==> src/rtl/fetch_unit_pkg.sv <==
// Shared fetch-stage definitions: ISA constants, opcodes, buffer entry type.
// Imported by fetch_unit and fetch_fifo; opcodes shared with decode/immgen.
package fetch_unit_pkg;

  localparam int unsigned RV_XLEN     = 32;
  localparam logic [31:0] RV_NOP      = 32'h0000_0013;
  localparam logic [31:0] RV_RESET_PC = 32'h0000_0000;

  localparam logic [6:0] OP_LUI    = 7'b0110111;
  localparam logic [6:0] OP_AUIPC  = 7'b0010111;
  localparam logic [6:0] OP_JAL    = 7'b1101111;
  localparam logic [6:0] OP_JALR   = 7'b1100111;
  localparam logic [6:0] OP_BRANCH = 7'b1100011;
  localparam logic [6:0] OP_LOAD   = 7'b0000011;
  localparam logic [6:0] OP_STORE  = 7'b0100011;
  localparam logic [6:0] OP_IMM    = 7'b0010011;

  typedef struct packed {
    logic [31:0] pc;
    logic [31:0] instr;
  } fetch_pkt_t;

  function automatic logic [31:0] word_align(input logic [31:0] a);
    return a & ~32'h3;
  endfunction

endpackage

==> src/rtl/fetch_fifo.sv <==
// Synchronous FIFO with flush; registered storage, head read combinationally.
// Ports: clk, rst, flush, push/push_data, pop -> head, empty, full, count.
module fetch_fifo
  import fetch_unit_pkg::*;
#(
  parameter  int WIDTH = 32,
  parameter  int DEPTH = 2,
  localparam int AW    = $clog2(DEPTH),
  localparam int CW    = AW + 1
) (
  input  logic             clk,
  input  logic             rst,
  input  logic             flush,
  input  logic             push,
  input  logic [WIDTH-1:0] push_data,
  input  logic             pop,
  output logic [WIDTH-1:0] head,
  output logic             empty,
  output logic             full,
  output logic [CW-1:0]    count
);

  logic [WIDTH-1:0] mem_q [DEPTH];
  logic [AW-1:0]    rd_q, rd_d;
  logic [AW-1:0]    wr_q, wr_d;
  logic [CW-1:0]    cnt_q, cnt_d;
  logic             do_push, do_pop;

  always_comb begin
    empty   = (cnt_q == '0);
    full    = (cnt_q == CW'(DEPTH));
    count   = cnt_q;
    head    = mem_q[rd_q];
    do_pop  = pop && !empty;
    // a full FIFO may take a push when the head leaves on the same edge
    do_push = push && (!full || do_pop);
    rd_d    = rd_q;
    wr_d    = wr_q;
    cnt_d   = cnt_q;
    if (flush) begin
      rd_d  = '0;
      wr_d  = '0;
      cnt_d = '0;
    end else begin
      rd_d  = rd_q + AW'(do_pop);
      wr_d  = wr_q + AW'(do_push);
      cnt_d = cnt_q + CW'(do_push) - CW'(do_pop);
    end
  end

  always_ff @(posedge clk or posedge rst) begin
    if (rst) begin
      rd_q  <= '0;
      wr_q  <= '0;
      cnt_q <= '0;
    end else begin
      rd_q  <= rd_d;
      wr_q  <= wr_d;
      cnt_q <= cnt_d;
    end
  end

  always_ff @(posedge clk) begin
    if (do_push && !flush) mem_q[wr_q] <= push_data;
  end

endmodule

==> src/rtl/fetch_unit.sv <==
// Instruction fetch: owns the PC, credit-limited imem requests, {pc,instr}
// buffer to decode over valid/ready, redirect flush with stale-response drop.
module fetch_unit
  import fetch_unit_pkg::*;
#(
  parameter logic [31:0] RESET_PC   = RV_RESET_PC,
  parameter int          FIFO_DEPTH = 2
) (
  input  logic        clk,
  input  logic        rst,
  output logic        imem_req_valid,
  input  logic        imem_req_ready,
  output logic [31:0] imem_req_addr,
  input  logic        imem_rsp_valid,
  input  logic [31:0] imem_rsp_data,
  input  logic        redirect_valid,
  input  logic [31:0] redirect_pc,
  output logic        id_valid,
  input  logic        id_ready,
  output logic [31:0] id_instr,
  output logic [31:0] id_pc
);

  localparam int CW = $clog2(FIFO_DEPTH) + 1;
  localparam int SW = CW + 2;

  logic [31:0]   pc_q, pc_d;
  logic [CW-1:0] out_q, out_d;
  logic [CW-1:0] drop_q, drop_d;
  logic [SW-1:0] credit_sum;

  logic req_fire, rsp_ok, rsp_keep, tag_pop, id_pop;

  fetch_pkt_t    buf_in, buf_head;
  logic          buf_empty, buf_full;
  logic [CW-1:0] buf_cnt;
  logic [31:0]   tag_head;
  logic          tag_empty, tag_full;
  logic [CW-1:0] tag_cnt;

  always_comb begin
    credit_sum     = SW'(out_q) + SW'(buf_cnt) + SW'(drop_q);
    imem_req_valid = !rst && (credit_sum < SW'(FIFO_DEPTH));
    imem_req_addr  = pc_q;
    req_fire       = imem_req_valid && imem_req_ready;

    rsp_ok   = imem_rsp_valid && (out_q != '0);
    tag_pop  = rsp_ok && (drop_q == '0);
    rsp_keep = tag_pop && !redirect_valid;

    id_valid = !rst && !buf_empty;
    id_instr = id_valid ? buf_head.instr : '0;
    id_pc    = id_valid ? buf_head.pc : '0;
    id_pop   = id_valid && id_ready;

    buf_in.pc    = tag_head;
    buf_in.instr = imem_rsp_data;

    out_d = out_q + CW'(req_fire) - CW'(rsp_ok);

    // every request still in flight after this edge is stale on redirect
    drop_d = drop_q;
    if (redirect_valid) drop_d = out_d;
    else if (rsp_ok && drop_q != '0) drop_d = drop_q - 1'b1;

    pc_d = pc_q;
    if (redirect_valid) pc_d = word_align(redirect_pc);
    else if (req_fire) pc_d = pc_q + 32'd4;
  end

  always_ff @(posedge clk or posedge rst) begin
    if (rst) begin
      pc_q   <= RESET_PC;
      out_q  <= '0;
      drop_q <= '0;
    end else begin
      pc_q   <= pc_d;
      out_q  <= out_d;
      drop_q <= drop_d;
    end
  end

  fetch_fifo #(.WIDTH(64), .DEPTH(FIFO_DEPTH)) u_buf (
    .clk       (clk),
    .rst       (rst),
    .flush     (redirect_valid),
    .push      (rsp_keep),
    .push_data (buf_in),
    .pop       (id_pop),
    .head      (buf_head),
    .empty     (buf_empty),
    .full      (buf_full),
    .count     (buf_cnt)
  );

  // PCs of live (non-dropped) requests, consumed in response order
  fetch_fifo #(.WIDTH(32), .DEPTH(FIFO_DEPTH)) u_tag (
    .clk       (clk),
    .rst       (rst),
    .flush     (redirect_valid),
    .push      (req_fire),
    .push_data (pc_q),
    .pop       (tag_pop),
    .head      (tag_head),
    .empty     (tag_empty),
    .full      (tag_full),
    .count     (tag_cnt)
  );

  rsp_without_req: assert property (@(posedge clk) disable iff (rst)
    !(imem_rsp_valid && out_q == '0));

  tag_balance: assert property (@(posedge clk) disable iff (rst)
    (tag_cnt + drop_q) == out_q);

  no_overflow: assert property (@(posedge clk) disable iff (rst)
    !(rsp_keep && buf_full && !id_pop) &&
    !(req_fire && tag_full && !tag_pop) &&
    !(tag_pop && tag_empty));

endmodule
==> config.mk <==
export PLATFORM = sky130hd
export DESIGN_NAME = fetch_unit
export DESIGN_NICKNAME = d
export VERILOG_FILES = /design/src/rtl/fetch_unit_pkg.sv /design/src/rtl/fetch_fifo.sv /design/src/rtl/fetch_unit.sv
export SDC_FILE = /design/constraint.sdc
export NUM_CORES = 1
export LEC_CHECK = 0
export CAP_MARGIN = 20
export CORE_MARGIN = 5
export CORE_UTILIZATION = 31
export CTS_BUF_LIST = sky130_fd_sc_hd__clkbuf_8
export DETAILED_ROUTE_END_ITERATION = 16
export GPL_TIMING_DRIVEN = 0
export PLACE_DENSITY_LB_ADDON = 0.3
export SKIP_LAST_GASP = 1
export SYNTH_ARGS = -nofsm -noshare
export SYNTH_HDL_FRONTEND = slang
export SYNTH_SLANG_ARGS = --single-unit
==> constraint.sdc <==
create_clock -name clk -period 6.8 [get_ports clk]
set_clock_uncertainty 0.05 [all_clocks]
set_input_delay 2.04 -clock clk [delete_from_list [all_inputs] [get_ports clk]]
set_output_delay 2.04 -clock clk [all_outputs]
set_load 0.01 [all_outputs]
== Word-level counts from Yosys, hierarchy flattened ==
Memories as Yosys holds them, arrays and structs flattened.
Index checks and enable logic that the tools add are counted.
Widths: inputs -> output; s select.

* Flip-flop bits (word level): 44
* Memory bits (writable): 192
* Input bits: 70
* Output and inout bits: 98
* Logic and storage cells: 73
* Memories: 2

{| class="wikitable"
|+ Memory list
! memory !! depth !! width !! rd ports !! clocked after Yosys merged registers in !! write ports !! line !! text
|-
| u_buf.mem_q || 2 || 64 || 1 || 0 || 1 || fetch_fifo.sv:23 || <nowiki>logic [WIDTH-1:0] mem_q [DEPTH];</nowiki>
|-
| u_tag.mem_q || 2 || 32 || 1 || 0 || 1 || fetch_fifo.sv:23 ||
|}

* Add/sub/neg operators: 14
* Order comparisons: 1
* Equal/unequal tests: 2
* Multiplexer cells: 16
* Reduce and logical (&&, ||, !) cells: 29

{| class="wikitable"
|+ Operators with widths
! cell !! count
|-
| $mux 32 || 4
|-
| $add 32x3->32 const B || 1
|-
| $logic_and 1x1->1 || 14
|-
| $mux 1 || 8
|-
| $mux 2 || 4
|-
| $reduce_bool 2->1 || 4
|-
| $add 2x1->2 || 3
|-
| $logic_not 1->1 || 6
|-
| $logic_not 2->1 || 3
|-
| $sub 2x1->2 || 3
|-
| $add 1x1->1 || 4
|-
| $add 3x2->4 || 1
|-
| $eq 2x2->1 const B || 2
|-
| $lt 4x2->1 const B || 1
|-
| $add 2x2->3 || 1
|-
| $logic_or 1x1->1 || 2
|-
| $sub 2x1->2 const B || 1
|}

== Longest topological paths before layout ==
Gate-level depths: netlist of run 1.

* Depth in word-level cells: 10
* Mapped depth: 14
* Mapped depth without buffers: 13

== Hierarchy ==
From an unflattened synthesis of run 1, not the netlist that was laid out.

* Cell total of the unflattened synthesis: 679
* Area, all modules: 10087.2 µm²

{| class="wikitable"
|+ Modules (own cells, without submodules)
! module !! times used !! cells each !! area each (µm²) !! sequential area each (µm²)
|-
| fetch_fifo at u_buf || 1 || 229 || 4906.0 || 3943.8
|-
| fetch_unit || 1 || 320 || 2615.0 || 850.8
|-
| fetch_fifo at u_tag || 1 || 130 || 2566.2 || 2021.9
|}

== Worst setup path before layout of run 1 ==
No wires, ideal clock.

* Kind: in2reg
* From: in rst
* To: mem u_buf.mem_q[0][0], enable pin
* Setup time: 0.637 ns
* Data arrival time: 9.162 ns
* Required time: 6.113 ns
* Path slack: -3.049 ns
* Stages: 3
* Buffers on the path: 0
* Cells stage by stage: inv_1 a211oi_1 nor4_1

* Longest elaborated chain between the ends: 9

{| class="wikitable"
|+ Ends and longest elaborated chain
! element !! line !! text
|-
| start, declared || fetch_unit.sv:10 || <nowiki>input logic rst,</nowiki>
|-
| $logic_not 1->1 (no line) || n/a ||
|-
| $logic_and 1x1->1 || fetch_unit.sv:51 || <nowiki>id_valid = !rst && !buf_empty;</nowiki>
|-
| $logic_and 1x1->1 || fetch_unit.sv:54 || <nowiki>id_pop = id_valid && id_ready;</nowiki>
|-
| $logic_and 1x1->1 || fetch_fifo.sv:34 || <nowiki>do_pop = pop && !empty;</nowiki>
|-
| $logic_or 1x1->1 || fetch_fifo.sv:36 || <nowiki>do_push = push && (!full || do_pop);</nowiki>
|-
| $logic_and 1x1->1 || fetch_fifo.sv:36 ||
|-
| $logic_and 1x1->1 || fetch_fifo.sv:64 || <nowiki>if (do_push && !flush) mem_q[wr_q] <= push_data;</nowiki>
|-
| $mux 1 || fetch_fifo.sv:64 ||
|-
| $mux 1 (implied by the code) || fetch_fifo.sv:64 ||
|-
| end, declared || fetch_fifo.sv:23 ||
|}

Every way passes these cells.

== Worst setup path in the final report of run 1 ==
* From: in rst
* To: out id_pc[24]

* Longest elaborated chain between the ends: 3

{| class="wikitable"
|+ Ends and longest elaborated chain
! element !! line !! text
|-
| $logic_not 1->1 (no line) || n/a ||
|-
| $logic_and 1x1->1 || fetch_unit.sv:51 ||
|-
| $mux 32 || fetch_unit.sv:53 || <nowiki>id_pc = id_valid ? buf_head.pc : '0;</nowiki>
|-
| end, declared || fetch_unit.sv:21 || <nowiki>output logic [31:0] id_pc</nowiki>
|}

Every way passes these cells.

==> flow_metrics.tcl, run 1 <==
set metrics [dict create \
    timing_worst_slew_pin_value_ns 0.977 \
    min-delay-path-class "register to register" \
    longest_clk_path_bufs 3 \
    slew_headroom_pct 34.4 \
    yosysMostFrequentCell "sky130_fd_sc_hd__edfxtp_1" \
    synth_warnings 0 \
    synth_seq_cells 226 \
    endpoint_kind "output pin" \
    placement.cell_area_um2 11600 \
    yosys-top-cells-count "sky130_fd_sc_hd__edfxtp_1, sky130_fd_sc_hd__nor2_1, sky130_fd_sc_hd__mux2i_1" \
    grt_antenna_before_repair 0 \
    worstSetupStartpoint "rst" \
    share_of_layout_cells_above_drive_strength_1_pct 14.4 \
    pwr-share-seq_pct 48.5 \
    holdPathStages 1 \
    ir_drop_uv 140 \
    static-leakage-power_nw 4.28 \
    number_of_global_route_vias_before_repair 5791 \
    grt_pass1_wl_um 33700 \
    totalNegativeSetupSlack_ns 0 \
    boundaryPins 168 \
    cell_at_the_slowest_stage_of_the_critical_path "sky130_fd_sc_hd__clkdlybuf4s50_1" \
    share_comb_of_total_power_pct 20.9 \
    synthesis.area_per_instance_um2 14.9 \
    timing.max_cap.violations 0 \
    cts_made_buffers 39 \
    floorplan.die.width_um 183 \
    die_area_um2 33500 \
    timing.critical_path.from_type "primary input" \
    largest_net_degree_at_the_start_of_global_routing 50 \
    gp_routability_congestion 0.747 \
    finish.instance_area_um2 12300 \
    grt.total_usage_pct 13.0 \
    synth_cell_type_count 41 \
    worst_setup_path_endpoint "id_pc[24]" \
    wire_per_inst_um 17.6 \
    syn_inst 623 \
    switching_share_pct 27.3 \
    number_of_port_buffers 160 \
    path_buf_inv 5 \
    path_clk_slew_ns 0.05 \
    final.setup.worst_slack_ns 0.161 \
    path_cells "clkdlybuf4s50_1, inv_2, buf_12, o21ai_2, clkbuf_1, nor2_1, clkdlybuf4s50_1" \
    result_of_the_run "complete, no violations" \
    timing.critical_path.max_delay_family "buffers and inverters" \
    r2r_slack_ns 3.15 \
    ys_top_cells_by_area "sky130_fd_sc_hd__edfxtp_1, sky130_fd_sc_hd__dfrtp_1, sky130_fd_sc_hd__mux2i_1" \
    placeableCoreArea_um2 29600 \
    fill_cells 2782 \
    start_util_pct 31.4 \
    p_int_w 0.00258 \
    total_switching_power_w 0.000969 \
    die_y_um 183 \
    timing.final.crit_share_pct 97.6 \
    viasPerCell 4.48 \
    placement.setup.worst_slack_ns -0.195 \
    number_of_synthesized_flops_with_an_enable_pin 184 \
    worst-endpoint-required_ns 4.71 \
    cts.hold.buffers_added 0 \
    max_freq_mhz 151 \
    area_growth_pct 32.7 \
    critical_register_to_register_path_endpoint "u_tag.mem_q[1][20]" \
    rr_startpoint "out_q[1]" \
    power.total_w 0.00355 \
    htreeDepth 2 \
    grt.overflow.total 0 \
    crit_top_cell "sky130_fd_sc_hd__clkdlybuf4s50_1" \
    worst_r2r_path_depth 12 \
    timing_max_transition_violations_final 0 \
    async_flop_share_pct 18.6 \
    cp_max_fo 31 \
    cts_sinks 226 \
    final_critical_path_time_including_i_o_delays_and_setup_ns 6.64 \
    layout.area.seq_um2 6580 \
    dp.final_hpwl_um 15500 \
    synth.top_cell.area_share_pct 59.5 \
    detail_route.first_pass.iterations 4 \
    final-setup-viol-count 0 \
    multi_input_area_um2 2520 \
    synth_seq_area_share_pct 70.9 \
    synth.cell_area_um2 9280 \
    fin_nets 923 \
    dr_total_vias 5643 \
    rsz0062_at_grt "true" \
    drt-total-wl_um 22200 \
    yosys.area.top_type "sky130_fd_sc_hd__edfxtp_1" \
    powerDensity_nw_per_um2 289 \
    power.share.clock_pct 30.6 \
    cts_tree "done" \
    crit_path_max_incr_delay_ns 0.59 \
    insertedDiodeCount 0 \
    rows 63 \
    worstSetupPathType "primary input to output pin" \
    dominantRegCellSynth "sky130_fd_sc_hd__edfxtp_1" \
    timing_hold_violations_final 0 \
    cp_data_arrival_time_ns 4.55 \
    drtAntennaViolNets 0 \
    critical_path_cell_count 7 \
    drcViolationCount 0 \
    drt-initial-drc-count 290 \
    cts_root_buffer "sky130_fd_sc_hd__clkbuf_8" \
    cts_post_setup_buffers_inserted 0 \
    insertion_delay_ns 0.52 \
]
## layout make-up
class	instances	share of cell area, %
clock buffer	42	4.69
inverter	17	0.518
multi-input combinational	351	20.5
timing repair buffer	175	14.6
clock inverter	28	1.01
sequential	226	53.4
tap	390	3.96
buffer	32	1.29
## power by group through the flow
stage | combinational, W | clock (W) | sequential (W)
after floorplan | 0.000412 | 0 | 0.00174
after global placement | 0.000714 | 0 | 0.00176
after detailed placement | 0.000753 | 0 | 0.00175
after CTS | 0.000758 | 0.00114 | 0.00172
after global routing | 0.000819 | 0.00120 | 0.00174
final | 0.000742 | 0.00109 | 0.00172
## kinds of logic (layout without fill, tap and decap cells)
family	Yosys count	count (layout)	synth area share [%]
XOR/XNOR	40	40	3.78
adder cells (fa/ha/maj)	11	11	1.56
AND/OR/NAND/NOR	165	165	8.56
other	1	4	0.0404
buffers and inverters	49	294	2.40
multiplexers	95	95	10.7
AO/OA/AOI/OAI	36	36	2.10
flip-flops	226	226	70.9
## registers in the layout, summed over array words and instances, names as in the netlist
name / flops
u_tag.rd_q: 1
out_q: 2
u_tag.mem_q: 60
u_buf.mem_q: 124
u_buf.rd_q: 1
imem_req_addr: 30
u_buf.count: 2
drop_q: 2
u_buf.wr_q: 1
u_tag.wr_q: 1
u_tag.count: 2
## how the worst min path moves through the flow
stage	from	to	slack, ns
finish	out_q[1]	out_q[1]	0.49
global route	imem_req_addr[26]	u_tag.mem_q[0][26]	0.50
CTS	imem_req_addr[26]	u_tag.mem_q[0][26]	0.49
detailed placement	imem_req_addr[30]	u_tag.mem_q[1][30]	0.48
global placement	out_q[1]	out_q[1]	0.47
floorplan	out_q[1]	out_q[1]	0.44
## routing by layer
metal  vias up  track usage [%]  routed length, µm
li1       2704                -                  -
met2       170             21.3              10500
met5         -                0                  0
met4         0             3.90                388
met1      2740             17.3              10000
met3        29             3.17               1260
## cell usage in the layout (no fill, tap or decap), types with 12 or more instances in the layout
master,Yosys,layout
sky130_fd_sc_hd__clkdlybuf4s50_1,0,160
sky130_fd_sc_hd__mux2_2,32,32
sky130_fd_sc_hd__buf_6,1,12
sky130_fd_sc_hd__mux2i_1,63,63
sky130_fd_sc_hd__clkbuf_8,0,42
sky130_fd_sc_hd__nand2_1,36,36
sky130_fd_sc_hd__inv_1,17,31
sky130_fd_sc_hd__nor2_1,73,73
sky130_fd_sc_hd__o21ai_0,21,21
sky130_fd_sc_hd__xor2_1,23,23
sky130_fd_sc_hd__dfrtp_1,42,42
sky130_fd_sc_hd__nand4_1,15,15
sky130_fd_sc_hd__edfxtp_1,184,184
sky130_fd_sc_hd__clkbuf_1,15,15
sky130_fd_sc_hd__xnor2_1,17,17
## through the flow
| step | util [%] | hold slack [ns] | instances |
|---|---|---|---|
| 2_1_floorplan | - | 0.437 | 626 |
| 3_3_place_gp | 38.5 | 0.471 | 1176 |
| 3_5_place_dp | 39.3 | 0.477 | 1191 |
| 4_1_cts | 41.7 | 0.487 | 1261 |
| 5_1_grt | 41.7 | 0.499 | 1261 |
| 6_report | 41.7 | 0.488 | 1261 |
## what timing repair did
action | in CTS | in global routing
gates resized for setup | 1 | 0
gates cloned | 0 | 0
endpoints found under the setup margin | 40 | 3
(Power assumes the default switching activity.)
==> run 2, diff against run 1 <==
Settings changed: SLEW_MARGIN from default to 20.
==> run 2 against run 1 <==
Effect of this change:
- hold slack worse by 0.0059 ns
- register-to-register slack worse by 0.05 ns
- sequential power barely moved
- routed wire length about the same
- core utilization up 0.13 points
- critical path depth is the same
- via count increased by 0.16%
- sequential share of layout area fell by 0.17 points
- count of clock-buffer cells in the layout rose by 2
- clock power is 8% higher
- critical path type unchanged
- largest power group unchanged
==> flow_metrics.tcl, run 2 (synthesized netlist as in run 1, its figures left out) <==
set metrics [dict create \
    top_register "u_buf.mem_q" \
    largest_net_degree_at_the_start_of_global_routing 38 \
    gp_routability_congestion 0.747 \
    min-delay-path-class "register to register" \
    worst-endpoint-required_ns 4.71 \
    p_int_w 0.00268 \
    dr_wl_met3_um 1450 \
    timing_hold_violations_final 0 \
    number_of_flip_flops_under_the_largest_register_name 124 \
    highest-signal-layer "met4" \
    most_used_cells_in_the_layout_excluding_fill_and_tap_cells "sky130_fd_sc_hd__edfxtp_1, sky130_fd_sc_hd__clkdlybuf4s50_1, sky130_fd_sc_hd__nor2_1" \
    timing.max_cap.violations 0 \
    cts_made_buffers 39 \
    number_of_port_buffers 160 \
    insertion_delay_ns 0.51 \
    ir_drop_uv 140 \
    grt.overflow.total 0 \
    switching_share_pct 26.4 \
    fin_nets 924 \
    die_y_um 183 \
    htreeDepth 2 \
    cp_max_fo 29 \
    dp.final_hpwl_um 15700 \
    static-leakage-power_nw 4.33 \
    start_util_pct 31.4 \
    cell_at_the_slowest_stage_of_the_critical_path "sky130_fd_sc_hd__clkdlybuf4s50_1" \
    path_cells "clkdlybuf4s50_1, inv_2, buf_12, o21ai_2, clkbuf_1, nor2_1, clkdlybuf4s50_1" \
    viasPerCell 4.48 \
    timing.critical_path.from_type "primary input" \
    die_area_um2 33500 \
    grt.total_usage_pct 13.1 \
    fin_worst_hold_slack_ns 0.482 \
    final-setup-viol-count 0 \
    grt_pass1_wl_um 34000 \
    slew_headroom_pct 41.1 \
    crit_path_max_incr_delay_ns 0.57 \
    total_switching_power_w 0.000962 \
    final.setup.worst_slack_ns 0.211 \
    most_common_cell_after_layout_fill_and_taps_aside "sky130_fd_sc_hd__edfxtp_1" \
    share_of_layout_cells_above_drive_strength_1_pct 14.1 \
    powerDensity_nw_per_um2 295 \
    crit_top_cell "sky130_fd_sc_hd__clkdlybuf4s50_1" \
    number_of_global_route_vias_before_repair 5768 \
    drt-initial-drc-count 249 \
    worstSetupPathType "primary input to output pin" \
    floorplan.die.width_um 183 \
    drtAntennaViolNets 0 \
    cts_sinks 226 \
    area_growth_pct 33.1 \
    pwr-share-seq_pct 47.4 \
    wl_met1_um 9700 \
    placement.setup.worst_slack_ns -0.209 \
    drcViolationCount 0 \
    result_of_the_run "complete, no violations" \
    max_freq_mhz 152 \
    timing_worst_slew_pin_value_ns 0.876 \
    cp_data_arrival_time_ns 4.50 \
    cts_tree "done" \
    path_clk_slew_ns 0.06 \
    placeableCoreArea_um2 29600 \
    met2RoutedLength_um 10600 \
    timing_max_transition_violations_final 0 \
    timing.final.crit_share_pct 96.9 \
    dr_total_vias 5652 \
    boundaryPins 168 \
    cts_root_buffer "sky130_fd_sc_hd__clkbuf_8" \
    rows 63 \
    share_comb_of_total_power_pct 20.3 \
    placed_cells 1192 \
    stdcell_count 1262 \
    longest_clk_path_bufs 3 \
    detail_route.first_pass.iterations 5 \
    endpoint_kind "output pin" \
    rsz0062_at_grt "true" \
    wire_per_inst_um 17.6 \
    drt-total-wl_um 22200 \
    insertedDiodeCount 0 \
    power.share.clock_pct 32.3 \
    grt_antenna_before_repair 0 \
    final_critical_path_time_including_i_o_delays_and_setup_ns 6.59 \
]
[run 2: cell types whose count changed in the layout (fill, tap and decap cells not counted), moves of 2 or more]
cell / change
sky130_fd_sc_hd__bufinv_16: +2
sky130_fd_sc_hd__buf_6: -2
sky130_fd_sc_hd__clkbuf_8: +2
sky130_fd_sc_hd__inv_1: +4
sky130_fd_sc_hd__clkinvlp_4: -4
sky130_fd_sc_hd__buf_4: +4
sky130_fd_sc_hd__clkinv_2: -3
[run 2: layout make-up]
cell class                      instances  area [µm²]
Multi-Input combinational cell        351        2520
Clock buffer                           44         606
Inverter                               17        63.8
Clock inverter                         26         150
Buffer                                 32         159
Tap cell                              390         488
Sequential cell                       226        6580
Fill cell                            2770       17200
Timing Repair Buffer                  176        1790
[run 2: final timing paths]
path	from	end	slack, ns	depth (start not counted)
max reg2reg	out_q[1]	u_tag.mem_q[1][9]	3.10	11
min in group asynchronous	rst	u_buf.wr_q	1.86	2
max	rst	id_pc[2]	0.21	7
max in group asynchronous	rst	imem_req_addr[14]	4.32	3
min reg2reg	imem_req_addr[26]	u_tag.mem_q[0][26]	0.48	0
min	imem_req_addr[26]	u_tag.mem_q[0][26]	0.48	0
[run 2: power groups by stage]
stage | Combinational [W] | Clock, W | Sequential (W)
after CTS | 0.000757 | 0.00122 | 0.00172
after floorplan | 0.000412 | 0 | 0.00174
after global placement | 0.000714 | 0 | 0.00176
after global routing | 0.000820 | 0.00129 | 0.00174
final | 0.000740 | 0.00118 | 0.00172
after detailed placement | 0.000752 | 0 | 0.00175
[run 2: routing by layer]
metal,global-route usage (%),up-vias
met4,3.61,0
met5,0,-
met3,3.59,38
met1,17.4,2735
met2,21.4,176
li1,-,2703
[run 2: critical path, delay by kind of cell]
kind                   cells  cell delay (ns)
and+or+nand+nor            1             0.24
AOI/OAI and AO/OA          1             0.22
buffers and inverters      5             1.97
[run 2: what timing repair did]
item	in CTS	in global routing
pin swaps	0	0
setup endpoints to repair	40	6
hold buffers	0	0
buffers inserted	0	0
gates resized for setup	1	0
[run 2: stage by stage]
stage | total power, W | TNS (ns) | utilization [%] | cell area (µm²)
CTS | 0.00370 | 0 | 41.8 | 12400
finish | 0.00364 | 0 | 41.8 | 12400
floorplan | 0.00216 | 0 | - | 9310
detailed placement | 0.00250 | -4.60 | 39.2 | 11600
global route | 0.00385 | -0.274 | 41.8 | 12400
global placement | 0.00247 | -412.57 | 38.5 | 11400
==> run 3, diff against run 2 <==
Settings changed: HOLD_SLACK_MARGIN from default to 0.02.
==> results of run 3 <==
No change in the layout: final DEF, timing and power equal those of run 2.
